===== src/rtl/updown_counter.sv =====
// updown_counter: registered up/down counter with programmable modulus, clamped
// parallel load, enable, terminal-count status and boundary pulses.
// Build option: define UPDOWN_COUNTER_SAT_EN to saturate at the boundaries instead of wrapping.
// Revision: 1.0

`default_nettype none

module updown_counter #(
  parameter int unsigned WIDTH = 8,
  parameter logic [WIDTH-1:0] MAX_VAL = {WIDTH{1'b1}}
) (
  input  logic             clk,
  input  logic             rst_n,
  input  logic             en,
  input  logic             up_dn,
  input  logic             load,
  input  logic [WIDTH-1:0] load_val,
  output logic [WIDTH-1:0] count,
  output logic             tc,
  output logic             zero,
  output logic             ovf,
  output logic             unf
);

  localparam logic [WIDTH-1:0] C_ZERO = '0;
  localparam logic [WIDTH-1:0] C_ONE  = {{(WIDTH-1){1'b0}}, 1'b1};

  // Value the counter takes when a step is attempted at a boundary.
`ifdef UPDOWN_COUNTER_SAT_EN
  localparam logic [WIDTH-1:0] C_UP_BOUND = MAX_VAL;
  localparam logic [WIDTH-1:0] C_DN_BOUND = C_ZERO;
`else
  localparam logic [WIDTH-1:0] C_UP_BOUND = C_ZERO;
  localparam logic [WIDTH-1:0] C_DN_BOUND = MAX_VAL;
`endif

  logic [WIDTH-1:0] r_count;
  logic             r_ovf;
  logic             r_unf;

  logic [WIDTH-1:0] w_count_nxt;
  logic             w_ovf_nxt;
  logic             w_unf_nxt;
  logic             w_at_max;
  logic             w_at_zero;

  assign w_at_max  = (r_count == MAX_VAL);
  assign w_at_zero = (r_count == C_ZERO);

  always_comb begin
    w_count_nxt = r_count;
    w_ovf_nxt   = 1'b0;
    w_unf_nxt   = 1'b0;
    if (load) begin
      // Out-of-range loads clamp so the count can never exceed MAX_VAL.
      w_count_nxt = (load_val > MAX_VAL) ? MAX_VAL : load_val;
    end else if (en) begin
      if (up_dn) begin
        if (w_at_max) begin
          w_count_nxt = C_UP_BOUND;
          w_ovf_nxt   = 1'b1;
        end else begin
          w_count_nxt = r_count + C_ONE;
        end
      end else begin
        if (w_at_zero) begin
          w_count_nxt = C_DN_BOUND;
          w_unf_nxt   = 1'b1;
        end else begin
          w_count_nxt = r_count - C_ONE;
        end
      end
    end
  end

  always_ff @(posedge clk) begin
    if (!rst_n) begin
      r_count <= C_ZERO;
      r_ovf   <= 1'b0;
      r_unf   <= 1'b0;
    end else begin
      r_count <= w_count_nxt;
      r_ovf   <= w_ovf_nxt;
      r_unf   <= w_unf_nxt;
    end
  end

  assign count = r_count;
  assign ovf   = r_ovf;
  assign unf   = r_unf;
  assign zero  = w_at_zero;
  assign tc    = up_dn ? w_at_max : w_at_zero;

endmodule

`default_nettype wire


===== config.mk =====
export PLATFORM = sky130hd
export DESIGN_NAME = updown_counter
export DESIGN_NICKNAME = d
export VERILOG_FILES = /design/src/rtl/updown_counter.sv
export SDC_FILE = /design/constraint.sdc
export NUM_CORES = 1
export LEC_CHECK = 0
export ABC_AREA = 1
export ABC_CLOCK_PERIOD_IN_PS = 1850
export CAP_MARGIN = 20
export CORE_MARGIN = 3
export CORE_UTILIZATION = 46
export CTS_CLUSTER_SIZE = 8
export DETAILED_ROUTE_END_ITERATION = 8
export GPL_TIMING_DRIVEN = 0
export PLACE_DENSITY = 0.75
export SLEW_MARGIN = 20
export SYNTH_ARGS = -nofsm -noshare
export SYNTH_HDL_FRONTEND = slang
export SYNTH_SLANG_ARGS = --single-unit

===== constraint.sdc =====
create_clock -name clk -period 1.85 [get_ports clk]
set_clock_uncertainty 0.2 [all_clocks]
set_input_delay 0.37 -clock clk [delete_from_list [all_inputs] [get_ports clk]]
set_output_delay 0.37 -clock clk [all_outputs]
set_load 0.01 [all_outputs]

# Word-level counts from Yosys, hierarchy flattened
# Index checks and enable logic that the tools add are counted.
# word_totals
register_bits	10
inputBits	13
out_inout_bits	12
wordCells	23
# classes
n_addsub	2
n_lt_le_gt_ge	1
n_eq_ne	1
muxes	9
bitwise_logic	3
reduce_logical	4
# op_table
operator	n
8-bit two-way mux	6
8-bit by 1-bit adder with 8-bit output, second input constant	1
8-bit == test, second input constant	1
8-bit greater-than comparator, second input constant	1
8-bit logical NOT	1
4-bit OR reduction	2
8-bit by 1-bit subtractor with 8-bit output, second input constant	1
1-bit two-way mux	3
1-bit inverter	3
2-bit nonzero test	1

# Depth between registers and ports, before layout
# Gate-level depths: netlist of the first run.
# logic_depth
word_depth	5
ltp_mapped	11
ltp_nobuf	11

# Worst setup path after synthesis of the first run
# OpenSTA, ideal clock, no wires.
# synth_path
path_kind	register to output
from	register r_count[0], in the netlist count[0]
to	output port tc
t_arrival_ns	1.257
required_ns	1.280
path_slack_ns	0.023
stages_incl_launch_ff	9
n_path_buf	0
path_cell_list	dfxtp_1 > inv_1 > ha_1 > inv_1 > nor2_1 > nand3_2 > inv_1 > nand2_1 > nand2_1
# synth_via
elab_chain_cells	2
word_cells_on_any_way	3
cone_classes	eq/ne: 1; mux: 1; reduce/logical: 1
# synth_lines
item	line_no	text
start, declared	37	logic [WIDTH-1:0] r_count;
start signal, assigned	82	r_count <= w_count_nxt;
8-bit logical NOT	48	assign w_at_zero = (r_count == C_ZERO);
net zero	20	output logic zero,
1-bit two-way mux	92	assign tc = up_dn ? w_at_max : w_at_zero;
end, declared	19	output logic tc,
# The timed path passes the listed nets, and every way through them passes these cells.

# Worst setup path after layout of the first run
# layout_path
from	register r_count[1], in the netlist count[1]
to	output port tc
# layout_via
elab_chain_cells	2
word_cells_on_any_way	3
cone_classes	eq/ne: 1; mux: 1; reduce/logical: 1
# layout_lines
item	line_no
8-bit == test / 8-bit logical NOT (equally long branches)	47, 48
1-bit two-way mux (*)	92
# Every way passes the cells marked *; elsewhere a longest branch is shown, timed or not.

==> summary.txt, run 1 <==
Outcome
  – Status: complete, but fails checks
  – Violated checks: negative setup slack

STA
  – Sum Neg Setup Slack: -0.1220 ns
  – Final hold violations: 0
  – Fmax: ~510 MHz
  – RSZ-0062 raised after global routing: true
  – Slew Limit Fails: 0
  – Final setup violating endpoints: 1
  – Crit path time final: 1.972 ns
  – Rel. slew slack: approximately four fifths
  – Worst slew pin tran: roughly 0.31 ns
  – Smallest hold slack: ~0.27 ns
  – Final period util: 106.6%
  – Setup ws final: -0.1220 ns

Die
  – Starting Density: between 50 and 60%
  – IO Pins: 25
  – Core area: ~1600 um2
  – Die width: 48.79 um
  – Die Y: roughly 50 um
  – Die area: approximately 2400 um2
  – Row count: 14

Clocking
  – Clock sinks: 10
  – Longest Clk Path Bufs: 2
  – Root buf cell: clkbuf_4
  – Clock buffer count from CTS: 3
  – Clock transition at the registers of the reported paths: approximately 0.080 ns
  – TritonCTS clock tree: done
  – CTS H-Tree Depth: 1
  – Worst-Skew Late Latency: 0.28 ns

Power
  – Comb pwr share: about 40%
  – NetSw: 284.4 uW
  – Peak VDD IR: roughly 0.57 mV
  – PwrDens: a little over 600 nW/um2
  – Overall Power: around 780 uW
  – Clock share of power: between 20% and 30%
  – Lkg Pwr: ~0.00060 uW
  – Sw frac: 36.48%
  – Sequential fraction of design power: roughly 33%
  – Int Power: between 400 and 500 uW

Critical path
  – Buffers plus inverters on the worst setup path: 1
  – Worst path cell trace: ha_2 -> nand2_4 -> nor2_4 -> nand3_2 -> nand2_1 -> buf_2
  – Crit Path Max Fanout: 4
  – R2r startpoint: count[0]$_SDFFE_PN0P_
  – CP startpoint kind: register
  – Kind of critical path: register to output port
  – Slowest stage delay, CP: roughly 0.38 ns
  – Reg2reg end: count[5]$_SDFFE_PN0P_
  – CP endpoint kind: output port
  – R2R setup slack: approximately 0.030 ns
  – CP Data Required Time: approximately 1.3 ns
  – Data arrival, critical path: around 1.4 ns
  – Critical path's top delay family: simple AND/OR/NAND/NOR gates
  – Slowest-stage cell, CP: dfxtp_4
  – FF-to-FF path depth: 12

Logic synthesis
  – Synth area leader: dfxtp_1
  – Syn nets: ~160
  – Synth area leaders: dfxtp_1, nand2_1, inv_1
  – Cells after Synth: 140
  – Post-synth EDFFs: 0
  – Post-Syn Area: around 840 um2
  – Synth cell count leaders: nand2_1, inv_1, nor2_1
  – Number of synthesis warnings: 0
  – Dominant synthesized flop cell: dfxtp_1
  – FF+latch count, synth: 10
  – Syn avg cell area: 6.015 um2
  – Async set-reset flop share out of synthesis: 0%
  – Most common cell in the netlist: nand2_1
  – Register area share after synthesis: a little under a quarter
  – Top-area cell type share of the netlist area: approximately a quarter
  – Post-synth cell types: 26

Global route
  – Initial antenna violation count: 0
  – Largest net degree at the start of global routing: 10
  – Vias in the first global route: between 1000 and 1500
  – Global route overflow: 0
  – First-pass GRT wire length: 4.712 mm
  – Global Route Usage Sum: about a quarter

Cells and area
  – Fillers: about 130
  – Design area: about 1300 um2
  – Diodes inserted: 0
  – Synth-to-Final Area Change: 53.34%
  – Share of cells above drive strength 1: between 30% and 40%
  – Final nets: ~190
  – Util after Layout: roughly four fifths

Worst hold path
  – Hold Crit Depth: 3
  – WHS Endpoint: ovf$_SDFF_PP0_
  – Min-Delay Path Class: primary input to register
  – Min-delay src: up_dn

Detailed routing
  – Post-DR wirelength/cell: between 15 and 20 um
  – DRT antenna net count: 0
  – Initial DRC count: 56
  – DRT Wirelength: about 3 mm
  – DR vias/cell: 5.500
  – Total iterations of the first detailed-routing run: 4
  – Drt drc: 0
  – Vias: 1100

Place
  – Buffers on Ports: 23
  – DP Area: about 1100 um2
  – Post-DP HPWL: just under 2 mm
  – Routability Congestion: a little over 0.9

Flow run
  – Max cap viols: 0
-- layer usage --
metal | vias to the layer above | routed length (um) | GRT usage [%]
met5 | - | 0 | 0
met4 | 0 | 90 | 6.161
met3 | 11 | 282 | 6.728
met2 | 63 | 1491 | 45.02
met1 | 502 | 1173 | 29.96
li1 | 524 | - | -
-- state kept, by name, indices dropped and copies added, names as in the netlist --
name	flops
count	8
ovf	1
unf	1
-- area by class of cell --
cell class	count	area, um2	share of cell area (%)
well taps	24	30.03	2.326
multi-input cells	109	614.3	47.58
clock buffers	4	36.28	2.810
flip-flops and latches	10	219.0	16.96
inverters	19	73.82	5.717
repair buffers	32	301.5	23.35
plain buffers	2	16.27	1.260
-- kinds of logic (layout without fill, tap and decap cells) --
group                    after synthesis  in the layout  share of synthesized area, %
AND/OR/NAND/NOR                       83             83                         43.24
AO/OA/AOI/OAI                         21             21                         16.05
buffers and inverters                 21             57                         10.40
flip-flops                            10             10                         23.77
adder cells (fa/ha/maj)                3              3                         4.458
XOR/XNOR                               2              2                         2.081
-- per-stage QoR --
step | cells | setup WS (ns)
after global routing | 200 | -0.1815
after floorplan | 140 | 0.02320
after detailed placement | 187 | -0.5221
after CTS | 197 | -0.08192
after global placement | 187 | -0.4956
final | 200 | -0.1220
-- worst max-delay path by stage --
stage | startpoint | to | cells after the start
2_1_floorplan | count[0]$_SDFFE_PN0P_ | tc | 8
3_3_place_gp | count[0]$_SDFFE_PN0P_ | tc | 9
3_5_place_dp | count[0]$_SDFFE_PN0P_ | tc | 9
4_1_cts | count[1]$_SDFFE_PN0P_ | tc | 9
5_1_grt | count[1]$_SDFFE_PN0P_ | tc | 9
6_report | count[1]$_SDFFE_PN0P_ | tc | 6
-- placed cells by master (no fill, tap or decap), types with 3 or more instances in the layout --
cell,instances
nand2_1,38
clkdlybuf4s50_1,18
nor2_1,15
inv_1,12
nand3_1,9
buf_4,8
inv_2,6
nor2_2,4
nand2_2,4
o21ai_0,4
dfxtp_4,4
buf_6,3
nor2_4,3
a21oi_2,3
nor3_1,3
o21ai_1,3
clkbuf_4,3
dfxtp_1,3
dfxtp_2,3
-- repair_timing --
action,in CTS,in global routing
pin swaps,2,3
hold buffers,0,0
setup buffers,6,3
cloned,0,0
resized for setup,26,24
endpoints found under the hold margin,0,0
endpoints found under the setup margin,10,9
-- worst min-delay path, cell delays in order --
cell	delay, ns
buf_2	0.18
nand3_2	0.12
nor2_1	0.04
-- power by group through the flow --
stage	Sequential (uW)	Combinational, uW	Clock (uW)
6_report	260	309	210
4_1_cts	260	271	208
3_5_place_dp	262	254	0
5_1_grt	262	336	226
2_1_floorplan	262	150	0
3_3_place_gp	262	248	0
Power figures use the tool's default switching activity.
==> run 2: changes to the inputs <==
SKIP_CTS_REPAIR_TIMING = 1   (was not set)
==> summary.txt, run 2 (synthesis results as in run 1) <==
Critical path
  – CP startpoint kind: register
  – CP endpoint kind: output port
  – Data arrival, critical path: 1.46 ns (+0.06 ns)
  – CP Data Required Time: 1.28 ns (about the same)
  – Kind of critical path: register to output port
  – Crit Path Max Fanout: 5 (+1)

Die
  – Row count: 14 (unchanged)
  – Die area: 2380 um2 (unchanged)
  – Starting Density: 52.25% (unchanged)
  – Core area: 1612 um2 (unchanged)
  – IO Pins: 25 (unchanged)
  – Die width: 48.79 um (unchanged)
  – Die Y: 48.79 um (unchanged)

Cells and area
  – Design area: 1275 um2 (-1.3%)
  – Commonest non-fill, non-tap cell in the layout: nand2_1
  – Util after Layout: 79.11% (-1.0 points)
  – Max FFs per register: 8 (unchanged)
  – Commonest non-fill, non-tap cells in the layout: nand2_1, clkdlybuf4s50_1, nor2_1
  – Share of cells above drive strength 1: 25.71% (-5.0 points)
  – Diodes inserted: 0 (unchanged)
  – Final nets: 192 (-0.52%)
  – Synth-to-Final Area Change: 51.41%

Global route
  – Largest net degree at the start of global routing: 10 (unchanged)
  – Global route overflow: 0 (unchanged)
  – Vias in the first global route: 943 (-7.8%)
  – First-pass GRT wire length: 4.271 mm (-9.4%)
  – Initial antenna violation count: 0 (unchanged)
  – Global Route Usage Sum: 22.81% (-2.5 points)

Power
  – Clock share of power: 27.3% (+0.3 points)
  – PwrDens: 609.2 nW/um2 (+0.90%)
  – Lkg Pwr: 0.0006238 uW (+3.7%)
  – Peak VDD IR: 0.5814 mV (+2.0%)
  – Overall Power: 776.8 uW (-0.37%)
  – Int Power: 493.4 uW (-0.36%)
  – Sequential fraction of design power: 34.0% (+0.7 points)
  – Sw frac: 36.48% (about the same)
  – Comb pwr share: 38.7% (-1.0 points)
  – NetSw: 283.4 uW (-0.38%)

STA
  – RSZ-0062 raised after global routing: true
  – Setup ws final: -0.1773 ns (-0.05528 ns)
  – Sum Neg Setup Slack: -0.2286 ns (-0.1066 ns)
  – Final hold violations: 0 (unchanged)
  – Fmax: 493.3 MHz (-2.7%)
  – Rel. slew slack: 78.79% (-0.73 points)
  – Slew Limit Fails: 0 (unchanged)
  – Worst slew pin tran: 0.3169 ns (+0.01093 ns)
  – Smallest hold slack: 0.2481 ns (-0.02604 ns)
  – Crit path time final: 2.027 ns (+0.05528 ns)
  – Final setup violating endpoints: 2 (+1)
  – Final period util: 109.6% (+3.0 points)

Worst hold path
  – Min-Delay Path Class: primary input to register

Detailed routing
  – Drt drc: 0 (unchanged)
  – DRT antenna net count: 0 (unchanged)
  – Initial DRC count: 52 (-7.1%)
  – Total iterations of the first detailed-routing run: 5 (+1)
  – DRT Wirelength: 2.969 mm (-2.2%)
  – Post-DR wirelength/cell: 14.92 um (-1.7%)
  – Vias: 1111 (+1.0%)
  – DR vias/cell: 5.583 (+1.5%)

Outcome
  – Violated checks: negative setup slack
  – Status: complete, but fails checks

Clocking
  – TritonCTS clock tree: done
  – Longest Clk Path Bufs: 2 (unchanged)
  – Clock buffer count from CTS: 3 (unchanged)
  – Worst-Skew Late Latency: 0.28 ns (about the same)
  – CTS H-Tree Depth: 1 (unchanged)
  – Clock sinks: 10 (unchanged)
  – Clock transition at the registers of the reported paths: 0.08 ns (about the same)
  – Root buf cell: clkbuf_4

Place
  – Buffers on Ports: 23 (unchanged)
  – Post-DP HPWL: 1.968 mm (unchanged)
  – DP Area: 1102 um2 (unchanged)
  – Routability Congestion: 0.9337 (unchanged)

Flow run
  – Max cap viols: 0 (unchanged)
-- run 2: changes by cell type in the layout (fill, tap and decap cells not counted), sizes merged --
| cell | previous run | this run |
|---|---|---|
| dlymetal6s2s | 2 | 5 |
| clkdlybuf4s50 | 18 | 17 |
| dlygate4sd2 | 1 | 0 |
| buf | 13 | 11 |
-- run 2: layout make-up --
cell class	instances	area, um2
Multi-Input combinational cell	109	594.3
Inverter	19	78.83
Tap cell	24	30.03
Sequential cell	10	221.5
Fill cell	128	336.6
Buffer	2	16.27
Clock buffer	4	36.28
Timing Repair Buffer	31	297.8
-- run 2: critical path: stages (launching register included) --
cell and delay, ns:
dfxtp_4 0.40, ha_1 0.18, nand2_1 0.13, nor2_4 0.16, nand3_2 0.12, nand2_1 0.08
buf_2 0.12
-- run 2: path summary, 6_finish.rpt --
kind / startpoint / endpoint / slack [ns] / depth (start not counted)
max reg2reg: count[0]$_SDFFE_PN0P_ / count[4]$_SDFFE_PN0P_ / 0.10 / 10
min reg2reg: count[7]$_SDFFE_PN0P_ / count[7]$_SDFFE_PN0P_ / 0.33 / 2
min: up_dn / ovf$_SDFF_PP0_ / 0.25 / 3
max: count[1]$_SDFFE_PN0P_ / tc / -0.18 / 6
-- run 2: layer usage --
layer / wire, um / global-route usage (%) / vias to the layer above
li1: - / - / 524
met1: 1273 / 27.72 / 514
met2: 1420 / 39.82 / 64
met3: 231 / 6.728 / 9
met4: 44 / 4.265 / 0
met5: 0 / 0 / -
-- run 2: power by group through the flow --
stage | logic (uW) | clock network (uW) | registers (uW)
after floorplan | 150 | 0 | 262
after global placement | 248 | 0 | 262
after detailed placement | 254 | 0 | 262
after CTS | 255 | 208 | 257
after global routing | 327 | 226 | 266
final | 301 | 212 | 264
-- run 2: metrics by stage --
step | setup slack [ns] | cells
final | -0.1773 | 199
after detailed placement | -0.5221 | 187
after floorplan | 0.02320 | 140
after global routing | -0.2402 | 199
after global placement | -0.4956 | 187
after CTS | -0.8424 | 191
